<file path="src/rtl/muldiv_sequencer_if.sv">
// Purpose: request/response bundle between the EX stage and the M-extension sequencer.
// Latency: none (wires only).
// Backpressure: req_ready_o/stall_o from the slave hold the requester; resp_valid_o is a one-cycle pulse.
interface muldiv_sequencer_if #(
  parameter int XLEN = 32
);
  logic            req_valid_i;
  logic [2:0]      op_i;
  logic [XLEN-1:0] rs1_i;
  logic [XLEN-1:0] rs2_i;
  logic [4:0]      rd_addr_i;
  logic            flush_i;
  logic            req_ready_o;
  logic            busy_o;
  logic            stall_o;
  logic            resp_valid_o;
  logic [XLEN-1:0] result_o;
  logic [4:0]      rd_addr_o;

  // Sequencer side
  modport slave (
    input  req_valid_i, op_i, rs1_i, rs2_i, rd_addr_i, flush_i,
    output req_ready_o, busy_o, stall_o, resp_valid_o, result_o, rd_addr_o
  );

  // Pipeline / requester side
  modport master (
    output req_valid_i, op_i, rs1_i, rs2_i, rd_addr_i, flush_i,
    input  req_ready_o, busy_o, stall_o, resp_valid_o, result_o, rd_addr_o
  );
endinterface

</file>
<file path="src/rtl/muldiv_sequencer.sv">
// Purpose: iterative RV32M MUL/MULH/MULHSU/MULHU/DIV/DIVU/REM/REMU sequencer (shift-add / restoring divide).
// Latency: accept -> resp_valid_o after XLEN/UNROLL+3 cycles; 2 cycles for trivial ops when MULDIV_EARLY_OUT_EN is defined.
// Backpressure: accepts only in IDLE; stall_o holds the pipeline from the accept cycle until FIXUP; flush_i aborts.
module muldiv_sequencer #(
  parameter int XLEN   = 32,
  parameter int UNROLL = 1   // bits per CALC cycle: 1, 2 or 4, must divide XLEN
) (
  input  logic              clk,
  input  logic              rst_n,
  muldiv_sequencer_if.slave bus
);

  localparam int STEPS = XLEN / UNROLL;
  localparam int CNT_W = (STEPS > 1) ? $clog2(STEPS) : 1;
  localparam logic [CNT_W-1:0] CNT_LOAD = CNT_W'(STEPS - 1);

  localparam logic [2:0] ST_IDLE  = 3'd0;
  localparam logic [2:0] ST_PREP  = 3'd1;
  localparam logic [2:0] ST_CALC  = 3'd2;
  localparam logic [2:0] ST_FIXUP = 3'd3;
  localparam logic [2:0] ST_DONE  = 3'd4;

  logic [2:0]      state_q,  state_d;
  logic [2:0]      op_q,     op_d;
  logic [4:0]      rd_q,     rd_d;      // rd captured at accept
  logic [4:0]      rd_out_q, rd_out_d;  // rd presented with the result
  logic [XLEN-1:0] hi_q,     hi_d;      // product high half / partial remainder
  logic [XLEN-1:0] lo_q,     lo_d;      // multiplier -> product low half / dividend -> quotient
  logic [XLEN-1:0] opb_q,    opb_d;     // multiplicand / divisor magnitude
  logic [XLEN-1:0] result_q, result_d;
  logic            neg_q,    neg_d;     // final result must be negated
  logic [CNT_W-1:0] cnt_q,   cnt_d;

  // Operand decode. Between accept and PREP, lo_q holds raw rs1 and opb_q raw rs2,
  // so these terms are only meaningful while in PREP.
  logic            is_mul;
  logic            a_sgn;
  logic            b_sgn;
  logic            neg_a;
  logic            neg_b;
  logic            b_zero;
  logic            res_neg;
  logic [XLEN-1:0] abs_a;
  logic [XLEN-1:0] abs_b;

  // Classify signedness and magnitudes of the raw operands, and the result sign
  always_comb begin
    is_mul = ~op_q[2];
    a_sgn  = (op_q == 3'b001) | (op_q == 3'b010) | (op_q == 3'b100) | (op_q == 3'b110);
    b_sgn  = (op_q == 3'b001) | (op_q == 3'b100) | (op_q == 3'b110);
    neg_a  = a_sgn & lo_q[XLEN-1];
    neg_b  = b_sgn & opb_q[XLEN-1];
    b_zero = (opb_q == '0);
    abs_a  = neg_a ? -lo_q  : lo_q;
    abs_b  = neg_b ? -opb_q : opb_q;
    res_neg = 1'b0;
    case (op_q)
      3'b001, 3'b010: res_neg = neg_a ^ neg_b;
      // a zero divisor yields an all-ones quotient regardless of operand signs
      3'b100:         res_neg = (neg_a ^ neg_b) & ~b_zero;
      // remainder takes the sign of the dividend
      3'b110:         res_neg = neg_a;
      default:        res_neg = 1'b0;
    endcase
  end

  logic [XLEN-1:0] it_hi;
  logic [XLEN-1:0] it_lo;
  logic [XLEN:0]   sum;
  logic [XLEN:0]   diff;

  // UNROLL unsigned shift-add (multiply) or restoring shift-subtract (divide) steps
  always_comb begin
    it_hi = hi_q;
    it_lo = lo_q;
    sum   = '0;
    diff  = '0;
    for (int i = 0; i < UNROLL; i++) begin
      if (is_mul) begin
        sum   = {1'b0, it_hi} + (it_lo[0] ? {1'b0, opb_q} : '0);
        it_lo = {sum[0], it_lo[XLEN-1:1]};
        it_hi = sum[XLEN:1];
      end else begin
        // shifted remainder never exceeds 2*divisor-1, so XLEN+1 bits cannot overflow
        diff = {it_hi, it_lo[XLEN-1]} - {1'b0, opb_q};
        if (!diff[XLEN]) begin
          it_hi = diff[XLEN-1:0];
          it_lo = {it_lo[XLEN-2:0], 1'b1};
        end else begin
          it_hi = {it_hi[XLEN-2:0], it_lo[XLEN-1]};
          it_lo = {it_lo[XLEN-2:0], 1'b0};
        end
      end
    end
  end

  logic [2*XLEN-1:0] prod;
  logic [2*XLEN-1:0] prod_fix;
  logic [XLEN-1:0]   div_sel;
  logic [XLEN-1:0]   fix_res;

  // Apply the sign and pick product half or quotient/remainder
  always_comb begin
    prod     = {hi_q, lo_q};
    prod_fix = neg_q ? -prod : prod;
    div_sel  = op_q[1] ? hi_q : lo_q;
    if (is_mul) begin
      fix_res = (op_q[1:0] == 2'b00) ? prod_fix[XLEN-1:0] : prod_fix[2*XLEN-1:XLEN];
    end else begin
      fix_res = neg_q ? -div_sel : div_sel;
    end
  end

  logic            early_hit;
  logic [XLEN-1:0] early_res;

`ifdef MULDIV_EARLY_OUT_EN
  localparam logic [XLEN-1:0] INT_MIN = {1'b1, {(XLEN-1){1'b0}}};
  logic a_zero;
  logic ovf;

  // Detect ops whose architectural result is known from the raw operands
  always_comb begin
    a_zero    = (lo_q == '0);
    ovf       = op_q[2] & b_sgn & (lo_q == INT_MIN) & (opb_q == '1);
    early_hit = 1'b0;
    early_res = '0;
    if (is_mul) begin
      early_hit = a_zero | b_zero;
    end else begin
      early_hit = b_zero | ovf | a_zero;
      if (op_q[1]) begin
        early_res = b_zero ? lo_q : '0;
      end else begin
        early_res = b_zero ? '1 : (ovf ? INT_MIN : '0);
      end
    end
  end
`else
  assign early_hit = 1'b0;
  assign early_res = '0;
`endif

  // FSM sequencing and datapath register updates
  always_comb begin
    state_d  = state_q;
    op_d     = op_q;
    rd_d     = rd_q;
    rd_out_d = rd_out_q;
    hi_d     = hi_q;
    lo_d     = lo_q;
    opb_d    = opb_q;
    result_d = result_q;
    neg_d    = neg_q;
    cnt_d    = cnt_q;
    if (bus.flush_i) begin
      // a flush kills any in-flight op and blocks a same-cycle accept
      state_d = ST_IDLE;
    end else begin
      case (state_q)
        ST_IDLE: begin
          if (bus.req_valid_i) begin
            state_d = ST_PREP;
            op_d    = bus.op_i;
            rd_d    = bus.rd_addr_i;
            lo_d    = bus.rs1_i;
            opb_d   = bus.rs2_i;
          end
        end
        ST_PREP: begin
          neg_d = res_neg;
          hi_d  = '0;
          lo_d  = is_mul ? abs_b : abs_a;
          opb_d = is_mul ? abs_a : abs_b;
          cnt_d = CNT_LOAD;
          if (early_hit) begin
            result_d = early_res;
            rd_out_d = rd_q;
            state_d  = ST_DONE;
          end else begin
            state_d  = ST_CALC;
          end
        end
        ST_CALC: begin
          hi_d  = it_hi;
          lo_d  = it_lo;
          cnt_d = cnt_q - CNT_W'(1);
          if (cnt_q == '0) begin
            state_d = ST_FIXUP;
          end
        end
        ST_FIXUP: begin
          result_d = fix_res;
          rd_out_d = rd_q;
          state_d  = ST_DONE;
        end
        ST_DONE: begin
          // never accept here: the pipeline must first advance past this op
          state_d = ST_IDLE;
        end
        default: begin
          state_d = ST_IDLE;
        end
      endcase
    end
  end

  // State registers with asynchronous clear
  always_ff @(posedge clk or negedge rst_n) begin
    if (!rst_n) begin
      state_q  <= ST_IDLE;
      op_q     <= '0;
      rd_q     <= '0;
      rd_out_q <= '0;
      hi_q     <= '0;
      lo_q     <= '0;
      opb_q    <= '0;
      result_q <= '0;
      neg_q    <= 1'b0;
      cnt_q    <= '0;
    end else begin
      state_q  <= state_d;
      op_q     <= op_d;
      rd_q     <= rd_d;
      rd_out_q <= rd_out_d;
      hi_q     <= hi_d;
      lo_q     <= lo_d;
      opb_q    <= opb_d;
      result_q <= result_d;
      neg_q    <= neg_d;
      cnt_q    <= cnt_d;
    end
  end

  // stall covers the accept cycle combinationally and drops in DONE so EX/MEM captures the result
  assign bus.req_ready_o  = (state_q == ST_IDLE);
  assign bus.busy_o       = (state_q != ST_IDLE);
  assign bus.stall_o      = ~bus.flush_i &
                            (((state_q == ST_IDLE) & bus.req_valid_i) |
                             (state_q == ST_PREP) | (state_q == ST_CALC) | (state_q == ST_FIXUP));
  assign bus.resp_valid_o = (state_q == ST_DONE) & ~bus.flush_i;
  assign bus.result_o     = result_q;
  assign bus.rd_addr_o    = rd_out_q;

endmodule

</file>
<file path="src/flat_wrapper.sv">
// flat-port wrapper written by rule: the top's interface ports become plain ports
module muldiv_sequencer_flat 
#(
  parameter int XLEN   = 32,
  parameter int UNROLL = 1                                                      
)
  (clk, rst_n, bus_req_valid_i, bus_op_i, bus_rs1_i, bus_rs2_i, bus_rd_addr_i, bus_flush_i, bus_req_ready_o, bus_busy_o, bus_stall_o, bus_resp_valid_o, bus_result_o, bus_rd_addr_o);
  muldiv_sequencer_if #(.XLEN(XLEN)) bus_i ();
  input  logic clk;
  input  logic rst_n;
  input wire logic [$bits(bus_i.req_valid_i)-1:0] bus_req_valid_i;
  input wire logic [$bits(bus_i.op_i)-1:0] bus_op_i;
  input wire logic [$bits(bus_i.rs1_i)-1:0] bus_rs1_i;
  input wire logic [$bits(bus_i.rs2_i)-1:0] bus_rs2_i;
  input wire logic [$bits(bus_i.rd_addr_i)-1:0] bus_rd_addr_i;
  input wire logic [$bits(bus_i.flush_i)-1:0] bus_flush_i;
  output wire logic [$bits(bus_i.req_ready_o)-1:0] bus_req_ready_o;
  output wire logic [$bits(bus_i.busy_o)-1:0] bus_busy_o;
  output wire logic [$bits(bus_i.stall_o)-1:0] bus_stall_o;
  output wire logic [$bits(bus_i.resp_valid_o)-1:0] bus_resp_valid_o;
  output wire logic [$bits(bus_i.result_o)-1:0] bus_result_o;
  output wire logic [$bits(bus_i.rd_addr_o)-1:0] bus_rd_addr_o;
  assign bus_i.req_valid_i = bus_req_valid_i;
  assign bus_i.op_i = bus_op_i;
  assign bus_i.rs1_i = bus_rs1_i;
  assign bus_i.rs2_i = bus_rs2_i;
  assign bus_i.rd_addr_i = bus_rd_addr_i;
  assign bus_i.flush_i = bus_flush_i;
  assign bus_req_ready_o = bus_i.req_ready_o;
  assign bus_busy_o = bus_i.busy_o;
  assign bus_stall_o = bus_i.stall_o;
  assign bus_resp_valid_o = bus_i.resp_valid_o;
  assign bus_result_o = bus_i.result_o;
  assign bus_rd_addr_o = bus_i.rd_addr_o;
  muldiv_sequencer #(.XLEN(XLEN), .UNROLL(UNROLL)) u_core (.clk(clk), .rst_n(rst_n), .bus(bus_i));
endmodule
</file>
<file path="config.mk">
export PLATFORM = sky130hd
export DESIGN_NAME = muldiv_sequencer_flat
export DESIGN_NICKNAME = d
export VERILOG_FILES = /design/src/rtl/muldiv_sequencer_if.sv /design/src/rtl/muldiv_sequencer.sv /design/src/flat_wrapper.sv
export SDC_FILE = /design/constraint.sdc
export NUM_CORES = 1
export LEC_CHECK = 0
export CORE_ASPECT_RATIO = 1.25
export CORE_MARGIN = 3
export CORE_UTILIZATION = 51
export DETAILED_ROUTE_END_ITERATION = 10
export DONT_BUFFER_PORTS = 1
export PLACE_DENSITY = 0.75
export SYNTH_ARGS = -nofsm -noshare
export SYNTH_HDL_FRONTEND = slang
export SYNTH_SLANG_ARGS = --single-unit
</file>
<file path="constraint.sdc">
create_clock -name clk -period 10.9 [get_ports clk]
set_clock_uncertainty 0.05 [all_clocks]
set_input_delay 2.18 -clock clk [delete_from_list [all_inputs] [get_ports clk]]
set_output_delay 2.18 -clock clk [all_outputs]
set_load 0.02 [all_outputs]
</file>
==> out/metrics.yaml <==
outcome:
  status: "complete, no violations"
worst_hold_path:
  hp-start: "u_core.rd_q[0]$_DFFE_PN0P_"
  holdPathStages: 2
  hp-class: "reg2reg"
  hold_end: "u_core.bus.rd_addr_o[0]$_DFFE_PN0P_"
power_and_ir_drop:
  leakage_nw: 6.61
  power_mw: 5.32
  p_per_area_nw_per_um2: 332
  vdd_ir_drop_max_v: 0.000196
global_route:
  grt_max_degree: 151
  grt_pass1_wl_um: 80000
  grt_overflow: 0
  gr-usage-all-layers: 0.310
  first_global_vias: 14600
  antenna_found_initial: 10
critical_path:
  path_cells: "nor4b_1"
  reg2reg_slack_ns: 6.00
  path_max_fanout: 6
  worstPathArrival_ns: 3.00
  timing.rr.start: "u_core.lo_q[0]$_DFFE_PN0P_"
  reg2regPathDepth: 12
  criticalPathCategory: "in2out"
  startpoint_type: "primary input"
  crit_slowest_cell: "nor4b_1"
  critical_path_required_ns: 8.67
  cpLargestDelayFamily: "simple AND/OR/NAND/NOR gates"
  worstSetupEndpointType: "primary output"
  slowest_delay_ns: 0.82
  cp_num_buf_inv: 0
  r2r_end: "u_core.hi_q[29]$_DFFE_PN0P_"
clocking:
  cts_tree: "yes"
  clock_latency_ns: 0.45
  cts_max_path_buffers: 2
  hold_buffers: 0
  path_clk_slew_ns: 0.06
  clock-sinks: 150
  cts-root-buf: "clkbuf_16"
  post_cts_buffers: 0
  cts_buffers: 17
  cts_max_level: 4
  cts_resized: 0
logic_synthesis:
  synthFlopType: "dfrtp_1"
  yosys.area_share.xor_xnor: 0.114
  ys_ff_latch: 150
  synth_top_area_share: 0.245
  synthCells: 2043
  synthArstFlopShare: 1.00
  netlist_area_sq_um: 15300
  synth_seq_area_share: 0.245
  yosys.area.top_type: "dfrtp_1"
  synth_fp_nets: 2190
  synth-edff-count: 0
  synthMuxAreaShare: 0.0579
  avgSynthCellArea_sq_um: 7.50
  ys_warn_count: 0
  synth_top_family_by_area: "compound AO/OA/AOI/OAI gates"
  synthTopCellsByArea: "dfrtp_1, xnor2_1, o21ai_0"
  synthAdderAreaFrac: 0.0589
  synth_cell_types: 74
  synth_compound_area_frac: 0.280
  yosys.area_share.simple: 0.184
timing:
  rsz0062_at_grt: "no"
  fmax_ghz: 0.191
  fin_ws_ns: 5.67
  final.period_utilization: 0.480
  drv_slew: 0
  period_minus_slack_ns: 5.23
  fin_setup_tns_ns: 0
  final_hold_viol_count: 0
  setup_viol: 0
  slew_headroom: 0.193
  worst_pin_slew_ns: 1.21
cells_and_area:
  synthToLayoutAreaGrowth_pct: 4.63
  fillerInstances: 2832
  drive_gt1_frac: 0.0537
  post-route-util: 0.545
  final_nets: 2072
floorplan:
  io_pins: 117
  initial_core_util: 0.521
  dieWidth_um: 161
  die_h_um: 200
  coreArea_sq_um: 29400
  die-area_sq_um: 32200
  num_rows: 70
route:
  drt_wl_total_um: 50900
  drt_iter0_drc: 1733
  dr_total_vias: 15300
  wl_per_cell_um: 21.8
  drt_pre_antenna_iters: 6
  vias_per_cell: 6.53
  drc: 0
  antenna_left: 0
place:
  gp_congestion: 0.943
  dp_slack_ns: 5.67
  hpwl_um: 37100
  portBuffers: 0
job:
  maxCapViolCount: 0
-- stage by stage --
| step | instance area (sq um) | hold slack (ns) | std cells |
|---|---|---|---|
| 4_1_cts | 16000 | 0.422 | 2333 |
| 3_3_place_gp | 15400 | 0.397 | 2302 |
| 5_1_grt | 16000 | 0.440 | 2338 |
| 6_report | 16000 | 0.422 | 2338 |
| 3_5_place_dp | 15400 | 0.407 | 2302 |
| 2_1_floorplan | 15300 | 0.389 | 2043 |
-- where the power goes --
group | leakage [nW] | internal, mW | switching [mW]
Combinational | 4.45 | 1.33 | 1.97
Sequential | 1.86 | 0.789 | 0.593
Clock | 0.300 | 0.381 | 0.256
-- synth_stat cells (all sizes together) (18+ instances only) --
| library cell | number |
|---|---|
| nor3 | 31 |
| a21oi | 182 |
| nor2 | 192 |
| o31ai | 39 |
| nand2 | 217 |
| nand3 | 38 |
| mux2i | 74 |
| clkbuf | 131 |
| o221ai | 19 |
| ha | 69 |
| buf | 26 |
| or4 | 18 |
| a31oi | 22 |
| inv | 80 |
| xor2 | 76 |
| o21ai | 199 |
| dfrtp | 150 |
| xnor2 | 124 |
| a21o | 29 |
| a211oi | 56 |
-- worst max path at each step --
| stage | startpoint | end | slack, ns | depth (start not counted) |
|---|---|---|---|---|
| 2_1_floorplan | bus_flush_i | bus_resp_valid_o | 5.75 | 1 |
| 3_3_place_gp | bus_flush_i | bus_resp_valid_o | 5.71 | 1 |
| 3_5_place_dp | bus_flush_i | bus_resp_valid_o | 5.67 | 1 |
| 4_1_cts | bus_flush_i | bus_resp_valid_o | 5.67 | 1 |
| 5_1_grt | bus_flush_i | bus_resp_valid_o | 5.66 | 1 |
| 6_report | bus_flush_i | bus_resp_valid_o | 5.67 | 1 |
-- sequential cells by signal, indices dropped and copies added (netlist names) --
name / cells
u_core.state_q: 3
u_core.rd_q: 5
u_core.lo_q: 32
u_core.hi_q: 32
u_core.bus.rd_addr_o: 5
u_core.opb_q: 32
u_core.op_q: 3
u_core.cnt_q: 5
u_core.bus.result_o: 32
u_core.neg_q: 1
-- placed cells by master (no fill, tap or decap), types with 19 or more instances in the layout --
master,Yosys,layout
nand2_1,217,217
o21ai_0,195,195
nor2_1,192,187
a21oi_1,182,181
dfrtp_1,150,147
xnor2_1,124,123
inv_1,79,79
xor2_1,76,76
mux2i_1,74,74
ha_1,69,69
a211oi_1,56,56
o31ai_1,38,38
nand3_1,38,37
nor3_1,31,31
a21o_1,29,29
a31oi_1,22,22
buf_4,1,20
o221ai_1,19,19
-- metal layers --
| metal | routed length [um] | vias up | global-route usage |
|---|---|---|---|
| met5 | 69 | - | 0 |
| met4 | 2370 | 10 | 0.148 |
| met3 | 4360 | 145 | 0.0627 |
| met2 | 23800 | 762 | 0.509 |
| met1 | 20300 | 7215 | 0.393 |
| li1 | - | 7129 | - |
-- cell type report --
cell class                 instances  area [sq um]  share of cell area
antenna                            5          12.5            0.000780
multi-input combinational       1656         10700               0.668
timing repair buffer              20           150             0.00936
inverter                          80           300              0.0187
clock inverter                    13           183              0.0114
sequential                       150          3760               0.234
tap                              396           495              0.0309
clock buffer                      18           429              0.0268
-- cell families (layout without fill, tap and decap cells) --
group	Yosys count	in the layout
AOI/OAI and AO/OA	684	684
and+or+nand+nor	614	614
buffers and inverters	237	131
xor gates and xnor gates	200	200
DFF	150	150
muxes	87	87
adders and majority gates	71	71
other	0	5
No activity file was read; power rests on OpenSTA's default activity.
